`src/rtl/fp_pkg.sv`:
```
// Shared types and constants for the FP ALU front end.
// Holds the job bundle layout and the dispatcher state encoding.
package fp_pkg;
  localparam int FP_WIDTH = 32;
  localparam logic [31:0] FP_QNAN = 32'h7FC00000;
  localparam logic [31:0] FP_INF = 32'h7F800000;
  localparam int JOB_W = 2 * FP_WIDTH + 1;

  typedef enum logic [1:0] {
    IDLE,
    ISSUE,
    WAIT,
    RESP
  } disp_state_t;

  typedef struct packed {
    logic                sel;
    logic [FP_WIDTH-1:0] a;
    logic [FP_WIDTH-1:0] b;
  } fp_job_t;
endpackage

```
`src/rtl/fp_operand_fifo.sv`:
```
// Synchronous operand FIFO; pointers wrap modulo DEPTH.
// Push when full and pop when empty are ignored.
module fp_operand_fifo #(
  parameter int DEPTH = 4,
  parameter int W     = 65
) (
  input  logic                       clk,
  input  logic                       rst,
  input  logic                       push,
  input  logic                       pop,
  input  logic [W-1:0]               din,
  output logic [W-1:0]               dout,
  output logic [$clog2(DEPTH+1)-1:0] count,
  output logic                       full,
  output logic                       empty
);
  localparam int AW = $clog2(DEPTH);
  localparam int CW = $clog2(DEPTH + 1);

  logic [W-1:0]  mem [DEPTH];
  logic [AW-1:0] wr_ptr;
  logic [AW-1:0] rd_ptr;
  logic          do_push;
  logic          do_pop;

  assign full    = (count == CW'(DEPTH));
  assign empty   = (count == '0);
  assign do_push = push && !full;
  assign do_pop  = pop && !empty;
  assign dout    = mem[rd_ptr];

  always_ff @(posedge clk) begin
    if (do_push) mem[wr_ptr] <= din;
  end

  always_ff @(posedge clk or posedge rst) begin
    if (rst) begin
      wr_ptr <= '0;
      rd_ptr <= '0;
      count  <= '0;
    end else begin
      if (do_push) wr_ptr <= wr_ptr + 1'b1;
      if (do_pop)  rd_ptr <= rd_ptr + 1'b1;
      unique case ({do_push, do_pop})
        2'b10:   count <= count + CW'(1);
        2'b01:   count <= count - CW'(1);
        default: count <= count;
      endcase
    end
  end
endmodule

```
`src/rtl/fp_alu_dispatcher.sv`:
```
// Feeds buffered operand jobs to the FP ALU one at a time.
// A watchdog converts a hung ALU into a flagged quiet-NaN response.
module fp_alu_dispatcher
  import fp_pkg::*;
#(
  parameter int DEPTH   = 4,
  parameter int TIMEOUT = 16
) (
  input  logic                       clk,
  input  logic                       rst,
  input  logic                       in_valid,
  output logic                       in_ready,
  input  logic [31:0]                in_a,
  input  logic [31:0]                in_b,
  input  logic                       in_sel,
  output logic                       alu_start,
  output logic [31:0]                alu_a,
  output logic [31:0]                alu_b,
  output logic                       alu_sel,
  input  logic [31:0]                alu_result,
  input  logic                       alu_overflow,
  input  logic                       alu_done,
  output logic                       out_valid,
  input  logic                       out_ready,
  output logic [31:0]                out_result,
  output logic                       out_overflow,
  output logic                       out_timeout,
  output logic                       busy,
  output logic [$clog2(DEPTH+1)-1:0] fifo_count
);
  localparam int WW = (TIMEOUT > 2) ? $clog2(TIMEOUT) : 1;

  disp_state_t   state;
  logic [WW-1:0] wdog;
  fp_job_t       head;
  fp_job_t       job_in;
  logic          full;
  logic          empty;
  logic          pop;

  assign job_in   = '{sel: in_sel, a: in_a, b: in_b};
  assign in_ready = !full;
  assign pop      = (state == IDLE) && !empty;
  assign busy     = (state != IDLE) || !empty;

  fp_operand_fifo #(
    .DEPTH(DEPTH),
    .W    (JOB_W)
  ) u_fifo (
    .clk  (clk),
    .rst  (rst),
    .push (in_valid && in_ready),
    .pop  (pop),
    .din  (job_in),
    .dout (head),
    .count(fifo_count),
    .full (full),
    .empty(empty)
  );

  always_ff @(posedge clk or posedge rst) begin
    if (rst) begin
      state        <= IDLE;
      wdog         <= '0;
      alu_start    <= 1'b0;
      alu_a        <= '0;
      alu_b        <= '0;
      alu_sel      <= 1'b0;
      out_valid    <= 1'b0;
      out_result   <= '0;
      out_overflow <= 1'b0;
      out_timeout  <= 1'b0;
    end else begin
      alu_start <= 1'b0;
      unique case (state)
        IDLE: begin
          if (pop) begin
            alu_a     <= head.a;
            alu_b     <= head.b;
            alu_sel   <= head.sel;
            wdog      <= '0;
            alu_start <= 1'b1;
            state     <= ISSUE;
          end
        end
        ISSUE: state <= WAIT;
        WAIT: begin
          // a done strobe on the watchdog's last cycle still wins
          if (alu_done) begin
            out_result   <= alu_result;
            out_overflow <= alu_overflow;
            out_timeout  <= 1'b0;
            out_valid    <= 1'b1;
            state        <= RESP;
          end else if (wdog == WW'(TIMEOUT - 1)) begin
            out_result   <= FP_QNAN;
            out_overflow <= 1'b0;
            out_timeout  <= 1'b1;
            out_valid    <= 1'b1;
            state        <= RESP;
          end else begin
            wdog <= wdog + 1'b1;
          end
        end
        RESP: begin
          if (out_ready) begin
            out_valid <= 1'b0;
            state     <= IDLE;
          end
        end
        default: state <= IDLE;
      endcase
    end
  end
endmodule

```
`config.mk`:
```
export PLATFORM = sky130hd
export DESIGN_NAME = fp_alu_dispatcher
export DESIGN_NICKNAME = d
export VERILOG_FILES = /design/src/rtl/fp_pkg.sv /design/src/rtl/fp_operand_fifo.sv /design/src/rtl/fp_alu_dispatcher.sv
export SDC_FILE = /design/constraint.sdc
export NUM_CORES = 1
export LEC_CHECK = 0
export ABC_AREA = 0
export BUFFER_PORTS_ARGS = -buffer_cell sky130_fd_sc_hd__buf_2
export CORE_ASPECT_RATIO = 2
export CORE_MARGIN = 4
export CORE_UTILIZATION = 55
export CTS_BUF_LIST = sky130_fd_sc_hd__clkbuf_4 sky130_fd_sc_hd__clkbuf_8
export CTS_CLUSTER_SIZE = 20
export DETAILED_ROUTE_END_ITERATION = 16
export PLACE_DENSITY = 0.85
export SETUP_SLACK_MARGIN = 0.15
export SLEW_MARGIN = 5
export SYNTH_ARGS = -nofsm -noshare
export SYNTH_HDL_FRONTEND = slang
export SYNTH_SLANG_ARGS = --single-unit
export TNS_END_PERCENT = 50
```
`constraint.sdc`:
```
create_clock -name clk -period 3.56 [get_ports clk]
set_input_delay 0 -clock clk [delete_from_list [all_inputs] [get_ports clk]]
set_output_delay 0 -clock clk [all_outputs]
set_load 0.005 [all_outputs]
```
# == After elaboration in Yosys (flattened, before gate mapping) ==
# Memory sizes are Yosys's and may differ from the RTL's. A register that Yosys moved wholly into a read port is not among the register bits.
# Index checks and enable logic that the tools add are counted.
# op_classes
add_sub_neg,5
n_eq_ne,12
n_mux,23
reduce_logical,19
# op_table
op,count
$mux W32,2
$mux W4,3
$mux W1,10
$reduce_bool A2 Y1,5
$mux W2,4
$pmux W2 S4,1
$pmux W4 S2,1
$eq A2 B2 Y1 const B,3
$ne A2 B2 Y1 const B,3
$pmux W3 S2,1
$reduce_and A3 Y1,2
$add A2 B1 Y2 const B,2
$add A4 B1 Y4 const B,1
$eq A2 B1 Y1 const B,2
$eq A4 B4 Y1 const B,1
$logic_and A1 B1 Y1,4
$reduce_and A2 Y1,2
$reduce_and A4 Y1,1
$add A3 B1 Y3 const B,1
$eq A3 B3 Y1 const B,1
$logic_not A3 Y1,1
$ne A3 B3 Y1 const B,1
$sub A3 B1 Y3 const B,1
$logic_not A1 Y1,2
other kinds (4),4
# word_totals
register_bits,49
ramBits,260
input_bits,103
out_inout_bits,106
word_cells,70
n_memories,1
# memory_table
memory,depth,word_bits,read_ports,rd_clocked_by_memory_dff,wr,line_no,rtl
u_fifo.mem,4,65,1,1,1,fp_operand_fifo.sv:20,logic [W-1:0] mem [DEPTH];

# == Logic depth before layout (Yosys ltp) ==
# Gate-level depths: netlist (run 1).
# logic_depth
depth_word,6
ltp_mapped,10
mapped_depth_nobuf,9

# == By module ==
# Synthesis (run 1) repeated with hierarchy kept, for this count alone.
# unflattened
hier_cells,650
area_unflattened_um2,14019.7
# by_module_without_submodules
mod,n_inst,cells_each,area_per_inst_um2,seq_area_each_um2
fp_operand_fifo,1,378,9835.7,7982.7
fp_alu_dispatcher,1,272,4184.0,2677.6

# == Worst setup path after synthesis (run 1) ==
# No wires, ideal clock.
# synth_path
kind,register to register
start,reg u_fifo.count[0]
end,reg u_fifo.count[2]
setup_time_ns,0.130
arrival_ns,2.057
required_ns,3.430
slack_ns,1.372
path_stages_with_launch,9
path_buffers,1
period_less_slack_ns,2.188
cell_sequence,dfrtp_1 > o31ai_4 > inv_2 > clkbuf_1 > ha_1 > fa_1 > xnor2_1 > nor2_1 > xor2_1
# synth_via
elab_chain_cells,6
word_cells_on_any_way,14
cone_classes,2 x add/sub; 3 x eq/ne; 1 x mux; 8 x reduce/logical
# synth_lines
element,line_no,rtl
from (decl),fp_operand_fifo.sv:13,"output logic [$clog2(DEPTH+1)-1:0] count,"
from (signal assigned),fp_operand_fifo.sv:45,2'b10: count <= count + CW'(1);
from (signal assigned),fp_operand_fifo.sv:46,2'b01: count <= count - CW'(1);
from (signal assigned),fp_operand_fifo.sv:47,default: count <= count;
$logic_not A3 Y1 (*),fp_operand_fifo.sv:27,assign empty = (count == '0);
$logic_not A1 Y1 (*),"fp_operand_fifo.sv:29, fp_alu_dispatcher.sv:43",
$logic_and A1 B1 Y1,fp_alu_dispatcher.sv:43,assign pop = (state == IDLE) && !empty;
$logic_and A1 B1 Y1 (*),fp_operand_fifo.sv:29,assign do_pop = pop && !empty;
net u_fifo.do_pop,fp_operand_fifo.sv:24,logic do_pop;
$eq A2 B1 Y1 or $eq A2 B2 Y1 (tied branches),fp_operand_fifo.sv:44,"unique case ({do_push, do_pop})"
$pmux W3 S2 or $reduce_bool A2 Y1 (tied branches),-,
# Mark *: on every way through the listed nets, which the timed path passes. The rest lies on a longest branch.
# A chain may end at the register's enable or synchronous reset.

# == Worst setup path in the final report (run 1) ==
# layout_path
start,reg state[0]
end,reg out_result[29]
# layout_via
elab_chain_cells,2
# layout_lines
element,line_no,rtl
from (decl),fp_alu_dispatcher.sv:33,disp_state_t state;
from (signal assigned),fp_alu_dispatcher.sv:63,state <= IDLE;
from (signal assigned),fp_alu_dispatcher.sv:83,state <= ISSUE;
from (signal assigned),fp_alu_dispatcher.sv:86,ISSUE: state <= WAIT;
$eq A2 B2 Y1,fp_alu_dispatcher.sv:75,unique case (state)
$reduce_and A2 Y1 (no line),-,
to (signal assigned),fp_alu_dispatcher.sv:90,out_result <= alu_result;
to (decl),fp_alu_dispatcher.sv:25,"output logic [31:0] out_result,"
# No other way between the ends.

==> results of run 1 <==
[how the worst min path moves through the flow]
stage / startpoint / endpoint / cells past startpoint
2_1_floorplan: in_b[0] / u_fifo.mem[0][0] / 0
3_3_place_gp: rst / alu_a[18] / 2
3_5_place_dp: rst / alu_a[18] / 2
4_1_cts: in_a[1] / u_fifo.mem[1][33] / 2
5_1_grt: in_b[25] / u_fifo.mem[3][25] / 2
6_report: rst / alu_a[18] / 3
[sequential cells by signal, summed over array words and instances, names as in the netlist]
name,flops
u_fifo.rd_ptr,2
out_timeout,1
alu_a,32
alu_sel,1
u_fifo.count,3
u_fifo.wr_ptr,2
u_fifo.mem,260
out_overflow,1
wdog,4
alu_b,32
out_result,32
out_valid,1
alu_start,1
state,2
[cell families after synthesis]
group,Yosys count
fa+ha+maj,10
flops,374
simple gates,224
xor+xnor,6
compound gates,48
mux,68
buf+inv,46
[per-stage QoR]
stage | area, um2 | setup WS, ns
2_1_floorplan | 13900 | 0.544
3_3_place_gp | 15300 | 1.31
3_5_place_dp | 15300 | 1.21
4_1_cts | 17400 | 1.16
5_1_grt | 17400 | 0.873
6_report | 17400 | 1.02
[critical path, delay by kind of cell (launching register included)]
family                   cells  cell delay [ns]
adder cells (fa/ha/maj)      1             0.50
flip-flops                   1             0.40
AND/OR/NAND/NOR              1             0.56
AO/OA/AOI/OAI                1             0.23
buffers and inverters        3             0.78
[synthesized netlist by cell type (3+ instances only)]
cell type | instances | share of area
sky130_fd_sc_hd__a21oi_1 | 3 | 0.0011
sky130_fd_sc_hd__and3_2 | 4 | 0.0022
sky130_fd_sc_hd__edfxtp_1 | 260 | 0.56
sky130_fd_sc_hd__clkbuf_1 | 16 | 0.0043
sky130_fd_sc_hd__nand2_1 | 202 | 0.055
sky130_fd_sc_hd__a22o_1 | 24 | 0.015
sky130_fd_sc_hd__mux4_2 | 65 | 0.11
sky130_fd_sc_hd__dfrtp_1 | 114 | 0.21
sky130_fd_sc_hd__ha_1 | 9 | 0.0081
sky130_fd_sc_hd__xnor2_1 | 5 | 0.0032
sky130_fd_sc_hd__nor2_1 | 6 | 0.0016
sky130_fd_sc_hd__buf_6 | 4 | 0.0032
sky130_fd_sc_hd__o22a_1 | 9 | 0.0057
sky130_fd_sc_hd__inv_1 | 8 | 0.0022
sky130_fd_sc_hd__buf_2 | 15 | 0.0054
[power by group through the flow]
stage	clock network [W]	registers (W)	logic (W)
final	0.00347	0.00677	0.00411
after global routing	0.00373	0.00689	0.00454
after CTS	0.00353	0.00675	0.00414
after detailed placement	0	0.00682	0.00396
after global placement	0	0.00674	0.00383
after floorplan	0	0.00650	0.00274
[area by class of cell]
type | instances | area (um2)
Multi-Input combinational cell | 356 | 3030
Tap cell | 336 | 420
Antenna cell | 5 | 12.5
Sequential cell | 374 | 10700
Inverter | 9 | 36.3
Clock buffer | 62 | 803
Timing Repair Buffer | 321 | 2180
Clock inverter | 24 | 280
Fill cell | 1594 | 7600
[layer usage]
metal,global-route usage,vias to the layer above,part of all wire
li1,-,3586,-
met1,0.250,4135,0.35
met2,0.419,335,0.56
met3,0.0384,77,0.057
met4,0.0979,0,0.037
met5,0,-,0
[what timing repair did]
item | 4_1_cts | 5_1_grt
endpoints found under the hold margin | 357 | 0
setup endpoints to repair | 0 | 0
hold buffers | 108 | 0
==> flow_metrics.py, run 1 <==
metrics = {
    "pwr": {
        "power.sequential.fraction": 0.472,
        "power.share.switching": 0.312,
        "fin_total_pwr_w": 0.0143,
        "power.share.combinational": 0.287,
        "total_leakage_power_nw": 6.99,
        "cellInternalPower_w": 0.00987,
        "power.ir.vdd_worst_uv": 517,
        "clkPwrFrac": 0.242,
        "power.density_nw_per_um2": 823,
        "power.switching_w": 0.00448,
    },
    "drt": {
        "routedWlPerCell_um": 20.9,
        "routed_wl_mm": 31.1,
        "dr.first_iter.drc_count": 578,
        "viasPerCell": 5.47,
        "dr_total_vias": 8133,
        "postRouteAntennaNets": 0,
        "drt_pass1_iterations": 5,
        "post-route-drc-count": 0,
    },
    "critical_path": {
        "start_kind": "register",
        "critical_path_capture_point": "out_result[29]",
        "cp_cell_sequence": "inv_1, ha_1, inv_1, nor2_1, o22a_1, dlygate4sd3_1",
        "cp_slowest_stage_delay_ns": 0.57,
        "worst_path_most_repeated_cell": "sky130_fd_sc_hd__inv_1",
        "critPathMaxFanout": 17,
        "timing.critical_path.arrival_ns": 3.03,
        "worst_r2r_startpoint": "state[0]",
        "r2r.worst_path.cells": 6,
        "worst-r2r-setup-slack_ns": 1.02,
        "path_class": "reg2reg",
        "cpMaxStageDelayCell": "sky130_fd_sc_hd__dlygate4sd3_1",
        "reg_to_reg_critical_path_endpoint": "out_result[29]",
        "worstPathRequired_ns": 4.04,
        "endpoint_kind": "register",
        "crit_start": "state[0]",
    },
    "timing": {
        "setup_viol": 0,
        "post-route-min-period_ns": 2.54,
        "worst_slew_pin_slew_ns": 1.10,
        "setup-tns-final_ns": 0,
        "finalHoldViolations": 0,
        "grt_setup_unrepaired": "false",
        "highest_attainable_clock_frequency_mhz": 393,
        "final_max_slew_viol_count": 0,
        "maxSlewHeadroom": 0.269,
        "min_period_over_period": 0.715,
        "finalHoldWorstSlack_ns": 0.145,
        "timing.clock.skew_ns": 0.0219,
    },
    "floorplanning": {
        "top_level_ports": 209,
        "design.core.area_um2": 25000,
        "start_util": 0.555,
        "die_h_um": 233,
        "fp.dieArea_um2": 28000,
        "floorplan.die.width_um": 120,
        "placementRows": 82,
    },
    "yosys": {
        "mappedNetlistNets": 889,
        "synth.ff_latch_count": 374,
        "synth_compound_area_frac": 0.0299,
        "synth_top_flop_cell": "sky130_fd_sc_hd__edfxtp_1",
        "postSynth.asyncResetShare": 0.305,
        "synthesis.instances": 776,
        "yosys.area_share.simple": 0.0654,
        "synth_area_per_cell_um2": 17.9,
        "largest_family_of_logic_cells_by_synthesized_area": "multiplexers",
        "synth-seq-area-share": 0.767,
        "synth_xor_xnor_area_share": 0.00378,
        "synthesis.area_um2": 13900,
        "synthesized_area_fraction_occupied_by_adder_cells": 0.00954,
        "unique_masters_post_synth": 41,
        "synth-edff-count": 260,
        "muxShareOfSynthArea": 0.108,
        "yosysWarnings": 0,
    },
    "clocking": {
        "post_cts_repair_setup_buffers": 0,
        "clk_latency_ns": 0.57,
        "cts_max_path_buffers": 3,
        "cts-root-buf": "sky130_fd_sc_hd__clkbuf_8",
        "clk_pin_slew_worst_paths_ns": 0.07,
        "cts.sink_count": 374,
        "post_cts_resized": 0,
        "numCtsBuffers": 48,
        "tritoncts": "done",
        "cts_max_level": 2,
    },
    "global_route": {
        "grt_antenna_before_repair": 5,
        "grt_first_pass_wirelength_mm": 48.1,
        "globalRoute.totalOverflow": 0,
        "first_global_vias": 8917,
        "grt.total_usage": 0.225,
        "grt_start_max_net_pins": 69,
    },
    "layout": {
        "utilization": 0.696,
        "finish.net_count": 1223,
        "fin_cells": 1487,
        "layout.cells.most_common_list": "sky130_fd_sc_hd__edfxtp_1, sky130_fd_sc_hd__buf_2, sky130_fd_sc_hd__nand2_1",
        "flow.area_growth_from_synthesis_pct": 25.4,
        "layout.cells.most_common": "sky130_fd_sc_hd__edfxtp_1",
        "drive_gt1_frac": 0.327,
    },
    "placement": {
        "numPortBuffers": 208,
        "detailed_place_hpwl_mm": 16.7,
        "cell_count_post_placement": 1288,
        "gpl.final_weighted_congestion": 0.785,
    },
    "run": {
        "cap_violations": 0,
    },
    "status": {
        "run_status": "finished clean",
    },
    "worst_hold_path": {
        "hold_path_class": "in2async",
    },
}
(Power assumes the default switching activity.)
==> run 2: changes to the inputs <==
--- a/config.mk
+++ b/config.mk
@@ -9,11 +9,11 @@
 export BUFFER_PORTS_ARGS = -buffer_cell sky130_fd_sc_hd__buf_2
 export CORE_ASPECT_RATIO = 2
 export CORE_MARGIN = 4
-export CORE_UTILIZATION = 55
+export CORE_UTILIZATION = 53
 export CTS_BUF_LIST = sky130_fd_sc_hd__clkbuf_4 sky130_fd_sc_hd__clkbuf_8
 export CTS_CLUSTER_SIZE = 20
 export DETAILED_ROUTE_END_ITERATION = 16
-export PLACE_DENSITY = 0.85
+export PLACE_DENSITY = 0.86
 export SETUP_SLACK_MARGIN = 0.15
 export SLEW_MARGIN = 5
 export SYNTH_ARGS = -nofsm -noshare
==> constraint.sdc (replaced) <==
create_clock -name clk -period 2.3 [get_ports clk]
set_input_delay 0 -clock clk [delete_from_list [all_inputs] [get_ports clk]]
set_output_delay 0 -clock clk [all_outputs]
set_load 0.005 [all_outputs]
==> flow_metrics.py, run 2 (synthesis gave the netlist of run 1 again) <==
metrics = {
    "global_route": {
        "grt.total_usage": 0.216,
        "first_global_vias": 8815,
        "grt_start_max_net_pins": 75,
        "grt_antenna_before_repair": 3,
        "globalRoute.totalOverflow": 0,
        "grt_first_pass_wirelength_mm": 47.6,
    },
    "floorplanning": {
        "start_util": 0.540,
        "fp.dieArea_um2": 29000,
        "design.core.area_um2": 25800,
        "die_h_um": 237,
        "placementRows": 83,
        "top_level_ports": 209,
        "floorplan.die.width_um": 123,
    },
    "timing": {
        "maxSlewHeadroom": 0.441,
        "finalHoldViolations": 0,
        "worst_slew_pin_slew_ns": 0.839,
        "setup_viol": 0,
        "post-route-min-period_ns": 2.09,
        "timing.clock.skew_ns": 0.0199,
        "highest_attainable_clock_frequency_mhz": 478,
        "setup-tns-final_ns": 0,
        "final_max_slew_viol_count": 0,
        "grt_setup_unrepaired": "true",
        "finalHoldWorstSlack_ns": 0.118,
        "min_period_over_period": 0.910,
    },
    "pwr": {
        "power.density_nw_per_um2": 1270,
        "power.ir.vdd_worst_uv": 853,
        "fin_total_pwr_w": 0.0223,
        "total_leakage_power_nw": 7.11,
    },
    "placement": {
        "numPortBuffers": 208,
        "detailed_place_hpwl_mm": 17.5,
        "gpl.final_weighted_congestion": 0.780,
    },
    "layout": {
        "fillers": 1696,
        "multi_input_combinational_cell_area_um2": 3040,
        "flow.area_growth_from_synthesis_pct": 26.8,
        "max_ffs_per_register": 260,
        "layout.cells.most_common": "sky130_fd_sc_hd__edfxtp_1",
        "utilization": 0.685,
        "registers.top_by_ff_count": "u_fifo.mem",
        "finish.net_count": 1234,
        "layout.cells.most_common_list": "sky130_fd_sc_hd__edfxtp_1, sky130_fd_sc_hd__buf_2, sky130_fd_sc_hd__nand2_1",
        "drive_gt1_frac": 0.341,
        "area.sequential_um2": 10700,
    },
    "critical_path": {
        "cp_slowest_stage_delay_ns": 0.44,
        "cp_cell_sequence": "or3b_4, and2_4, inv_1, ha_1, fa_1, mux2_2",
        "start_kind": "register",
        "path_class": "reg2reg",
        "critPathMaxFanout": 6,
        "worstPathRequired_ns": 2.77,
        "endpoint_kind": "register",
        "timing.critical_path.arrival_ns": 2.56,
        "cpMaxStageDelayCell": "sky130_fd_sc_hd__or3b_4",
    },
    "drt": {
        "dr.first_iter.drc_count": 486,
        "postRouteAntennaNets": 0,
        "routed_wl_mm": 30.5,
        "viasPerCell": 5.32,
        "dr_total_vias": 8003,
        "routedWlPerCell_um": 20.3,
        "post-route-drc-count": 0,
        "drt_pass1_iterations": 5,
    },
    "clocking": {
        "cts_max_level": 2,
        "post_cts_repair_setup_buffers": 0,
        "numCtsBuffers": 50,
        "cts-root-buf": "sky130_fd_sc_hd__clkbuf_8",
        "clk_latency_ns": 0.59,
        "cts.sink_count": 374,
        "clk_pin_slew_worst_paths_ns": 0.07,
        "cts_max_path_buffers": 3,
        "tritoncts": "done",
    },
    "worst_hold_path": {
        "hold_path_class": "in2async",
    },
    "status": {
        "run_status": "finished clean",
    },
    "run": {
        "cap_violations": 0,
    },
}
## run 2: changes by cell type in the layout (fill, tap and decap cells not counted), sizes merged, moves of 3 or more
cell,delta
buf,+14
clkbuf,+12
dlygate4sd3,-5
bufinv,-3
## run 2: area by class of cell
cell class,instances,share of cell area
Sequential cell,374,0.605
Clock buffer,74,0.0546
Timing Repair Buffer,330,0.132
Clock inverter,19,0.00951
Multi-Input combinational cell,356,0.172
Antenna cell,3,0.000426
Inverter,9,0.00213
Tap cell,340,0.0241
## run 2: critical path, delay by kind of cell (launching register included)
kind	cells	cell delay, ns
muxes	1	0.28
buffers and inverters	1	0.05
adders and majority gates	2	0.64
DFF	1	0.38
and+or+nand+nor	2	0.63
## run 2: metal layers
metal	wire, um	global-route usage	vias up	part of all wire
met4	1310	0.100	0	0.043
li1	-	-	3606	-
met5	0	0	-	0
met1	10600	0.237	4010	0.35
met3	1690	0.0373	85	0.055
met2	17000	0.399	302	0.56
## run 2: final timing paths
check / from / endpoint / slack, ns / cells after the start
worst max-delay path: u_fifo.count[0] / u_fifo.count[1] / 0.21 / 6
worst min-delay path: rst / wdog[2] / 0.12 / 4
worst max register to register: u_fifo.count[0] / u_fifo.count[1] / 0.21 / 6
worst min register to register: alu_b[14] / alu_b[14] / 0.47 / 2
max in group asynchronous: rst / u_fifo.rd_ptr[0] / 1.63 / 4
min in group clk: in_b[20] / u_fifo.mem[2][20] / 0.16 / 2
## run 2: what timing repair did
| action | CTS | global route |
|---|---|---|
| gates resized for setup | 1 | 1 |
| setup endpoints to repair | 1 | 2 |
| hold buffers | 103 | 0 |
| endpoints found under the hold margin | 417 | 0 |
## run 2: stage by stage
step                      instances  area, um2  setup WS, ns
after floorplan                 776      13900         0.112
after global placement         1306      15500         0.317
after detailed placement       1306      15500         0.209
after CTS                      1502      17600         0.198
after global routing           1505      17600        0.0753
final                          1505      17600         0.206
## run 2: power by group
group	switching (W)	internal [W]	total, W
Sequential	0.000936	0.00924	0.0102
Combinational	0.00357	0.00320	0.00677
Clock	0.00237	0.00303	0.00539
Total	0.00687	0.0155	0.0223
==> run 3: changes to the inputs <==
--- a/config.mk
+++ b/config.mk
@@ -7,9 +7,11 @@
 export LEC_CHECK = 0
 export ABC_AREA = 0
 export BUFFER_PORTS_ARGS = -buffer_cell sky130_fd_sc_hd__buf_2
+export CELL_PAD_IN_SITES_DETAIL_PLACEMENT = 1
+export CELL_PAD_IN_SITES_GLOBAL_PLACEMENT = 1
 export CORE_ASPECT_RATIO = 2
 export CORE_MARGIN = 4
-export CORE_UTILIZATION = 53
+export CORE_UTILIZATION = 45
 export CTS_BUF_LIST = sky130_fd_sc_hd__clkbuf_4 sky130_fd_sc_hd__clkbuf_8
 export CTS_CLUSTER_SIZE = 20
 export DETAILED_ROUTE_END_ITERATION = 16
==> flow_metrics.py, run 3 (synthesis gave the netlist of run 1 again) <==
metrics = {
    "drt": {
        "post-route-drc-count": 0,
        "drt_pass1_iterations": 4,
        "postRouteAntennaNets": 0,
        "dr_total_vias": 8168,
        "routedWlPerCell_um": 22.6,
        "dr.first_iter.drc_count": 509,
        "viasPerCell": 5.30,
        "routed_wl_mm": 34.9,
    },
    "timing": {
        "final_max_slew_viol_count": 0,
        "worst_slack_ns": 0.222,
        "grt_setup_unrepaired": "false",
        "min_period_over_period": 0.903,
        "worst_slew_pin_slew_ns": 0.835,
        "setup-tns-final_ns": 0,
        "timing.clock.skew_ns": 0.0299,
        "highest_attainable_clock_frequency_mhz": 481,
        "maxSlewHeadroom": 0.442,
        "post-route-min-period_ns": 2.08,
        "finalHoldViolations": 0,
        "setup_viol": 0,
    },
    "global_route": {
        "grt.total_usage": 0.206,
        "grt_start_max_net_pins": 69,
        "grt_antenna_before_repair": 3,
        "first_global_vias": 9421,
        "globalRoute.totalOverflow": 0,
        "grt_first_pass_wirelength_mm": 53.9,
    },
    "floorplanning": {
        "placementRows": 90,
        "fp.dieArea_um2": 33900,
        "start_util": 0.459,
        "floorplan.die.width_um": 132,
        "design.core.area_um2": 30300,
        "top_level_ports": 209,
        "die_h_um": 257,
    },
    "placement": {
        "cell_count_post_placement": 1338,
        "detailed_place_hpwl_mm": 20.5,
        "numPortBuffers": 208,
        "dp_worst_setup_slack_ns": 0.181,
        "gpl.final_weighted_congestion": 0.750,
    },
    "critical_path": {
        "worstPathRequired_ns": 2.77,
        "timing.critical_path.arrival_ns": 2.55,
        "cpMaxStageDelayCell": "sky130_fd_sc_hd__or3b_4",
        "path_class": "reg2reg",
        "cp_cell_sequence": "or3b_4, and2_4, inv_1, ha_4, fa_1, mux2_2",
        "critPathMaxFanout": 5,
        "start_kind": "register",
        "cp_slowest_stage_delay_ns": 0.44,
        "endpoint_kind": "register",
        "worst-r2r-setup-slack_ns": 0.22,
    },
    "clocking": {
        "cts-root-buf": "sky130_fd_sc_hd__clkbuf_8",
        "cts.sink_count": 374,
        "clk_latency_ns": 0.59,
        "numCtsBuffers": 51,
        "cts_max_path_buffers": 3,
        "tritoncts": "done",
        "cts_max_level": 2,
        "clk_pin_slew_worst_paths_ns": 0.07,
    },
    "layout": {
        "registers.top_by_ff_count": "u_fifo.mem",
        "flow.area_growth_from_synthesis_pct": 27.4,
        "layout.cells.most_common_list": "sky130_fd_sc_hd__edfxtp_1, sky130_fd_sc_hd__buf_2, sky130_fd_sc_hd__nand2_1",
        "max_ffs_per_register": 260,
        "fillers": 2770,
        "fin_cells": 1540,
        "drive_gt1_frac": 0.348,
        "layout.cells.most_common": "sky130_fd_sc_hd__edfxtp_1",
        "multi_input_combinational_cell_area_um2": 3050,
        "area.sequential_um2": 10700,
        "finish.net_count": 1239,
    },
    "worst_hold_path": {
        "hold_path_class": "in2async",
    },
    "status": {
        "run_status": "finished clean",
    },
    "pwr": {
        "power.ir.vdd_worst_uv": 747,
        "fin_total_pwr_w": 0.0225,
        "total_leakage_power_nw": 7.12,
        "power.density_nw_per_um2": 1270,
    },
    "run": {
        "cap_violations": 0,
    },
}
[run 3: area by class of cell]
class	count	area share
tap	368	0.0260
sequential	374	0.603
clock inverter	18	0.00537
inverter	9	0.00212
antenna	3	0.000424
timing repair buffer	334	0.137
multi-input combinational	356	0.172
clock buffer	78	0.0546
[run 3: path summary, 6_finish.rpt]
check	startpoint	to	cells past startpoint
max	u_fifo.count[1]	u_fifo.count[1]	6
min	rst	alu_a[28]	3
max reg2reg	u_fifo.count[1]	u_fifo.count[1]	6
min reg2reg	alu_a[20]	alu_a[20]	2
max in group asynchronous	rst	alu_b[29]	4
min in group clk	alu_result[27]	out_result[27]	3
[run 3: where the power goes]
part	leakage, nW	switching, W	total [W]	internal, W
combinational	2.78	0.00389	0.00718	0.00329
sequential	3.78	0.000899	0.0101	0.00924
clock	0.563	0.00246	0.00516	0.00270
total	7.12	0.00725	0.0225	0.0152
[run 3: what timing repair did]
action	CTS	global route
hold buffers	102	0
pin swaps	0	1
endpoints found under the hold margin	357	0
setup endpoints to repair	1	6
setup buffers	0	1
resized for setup	1	4
gates cloned	0	0
[run 3: routing by layer]
layer,track usage,up-vias,part of all wire
met5,0,-,0
met4,0.0855,0,0.031
met3,0.0341,75,0.042
met2,0.398,254,0.58
met1,0.220,4218,0.35
li1,-,3621,-
[run 3: worst max-delay path, delay by kind of cell, from the launching register on]
family                   cells  cell delay [ns]
buffers and inverters        1             0.09
AND/OR/NAND/NOR              2             0.64
multiplexers                 1             0.28
flip-flops                   1             0.40
adder cells (fa/ha/maj)      2             0.57
[run 3: stage by stage]
step	instance area (um2)	hold slack, ns	util
floorplan	13900	0.0989	-
global placement	15600	0.195	0.514
detailed placement	15600	0.196	0.514
CTS	17700	0.100	0.583
global route	17700	0.130	0.584
finish	17700	0.121	0.584
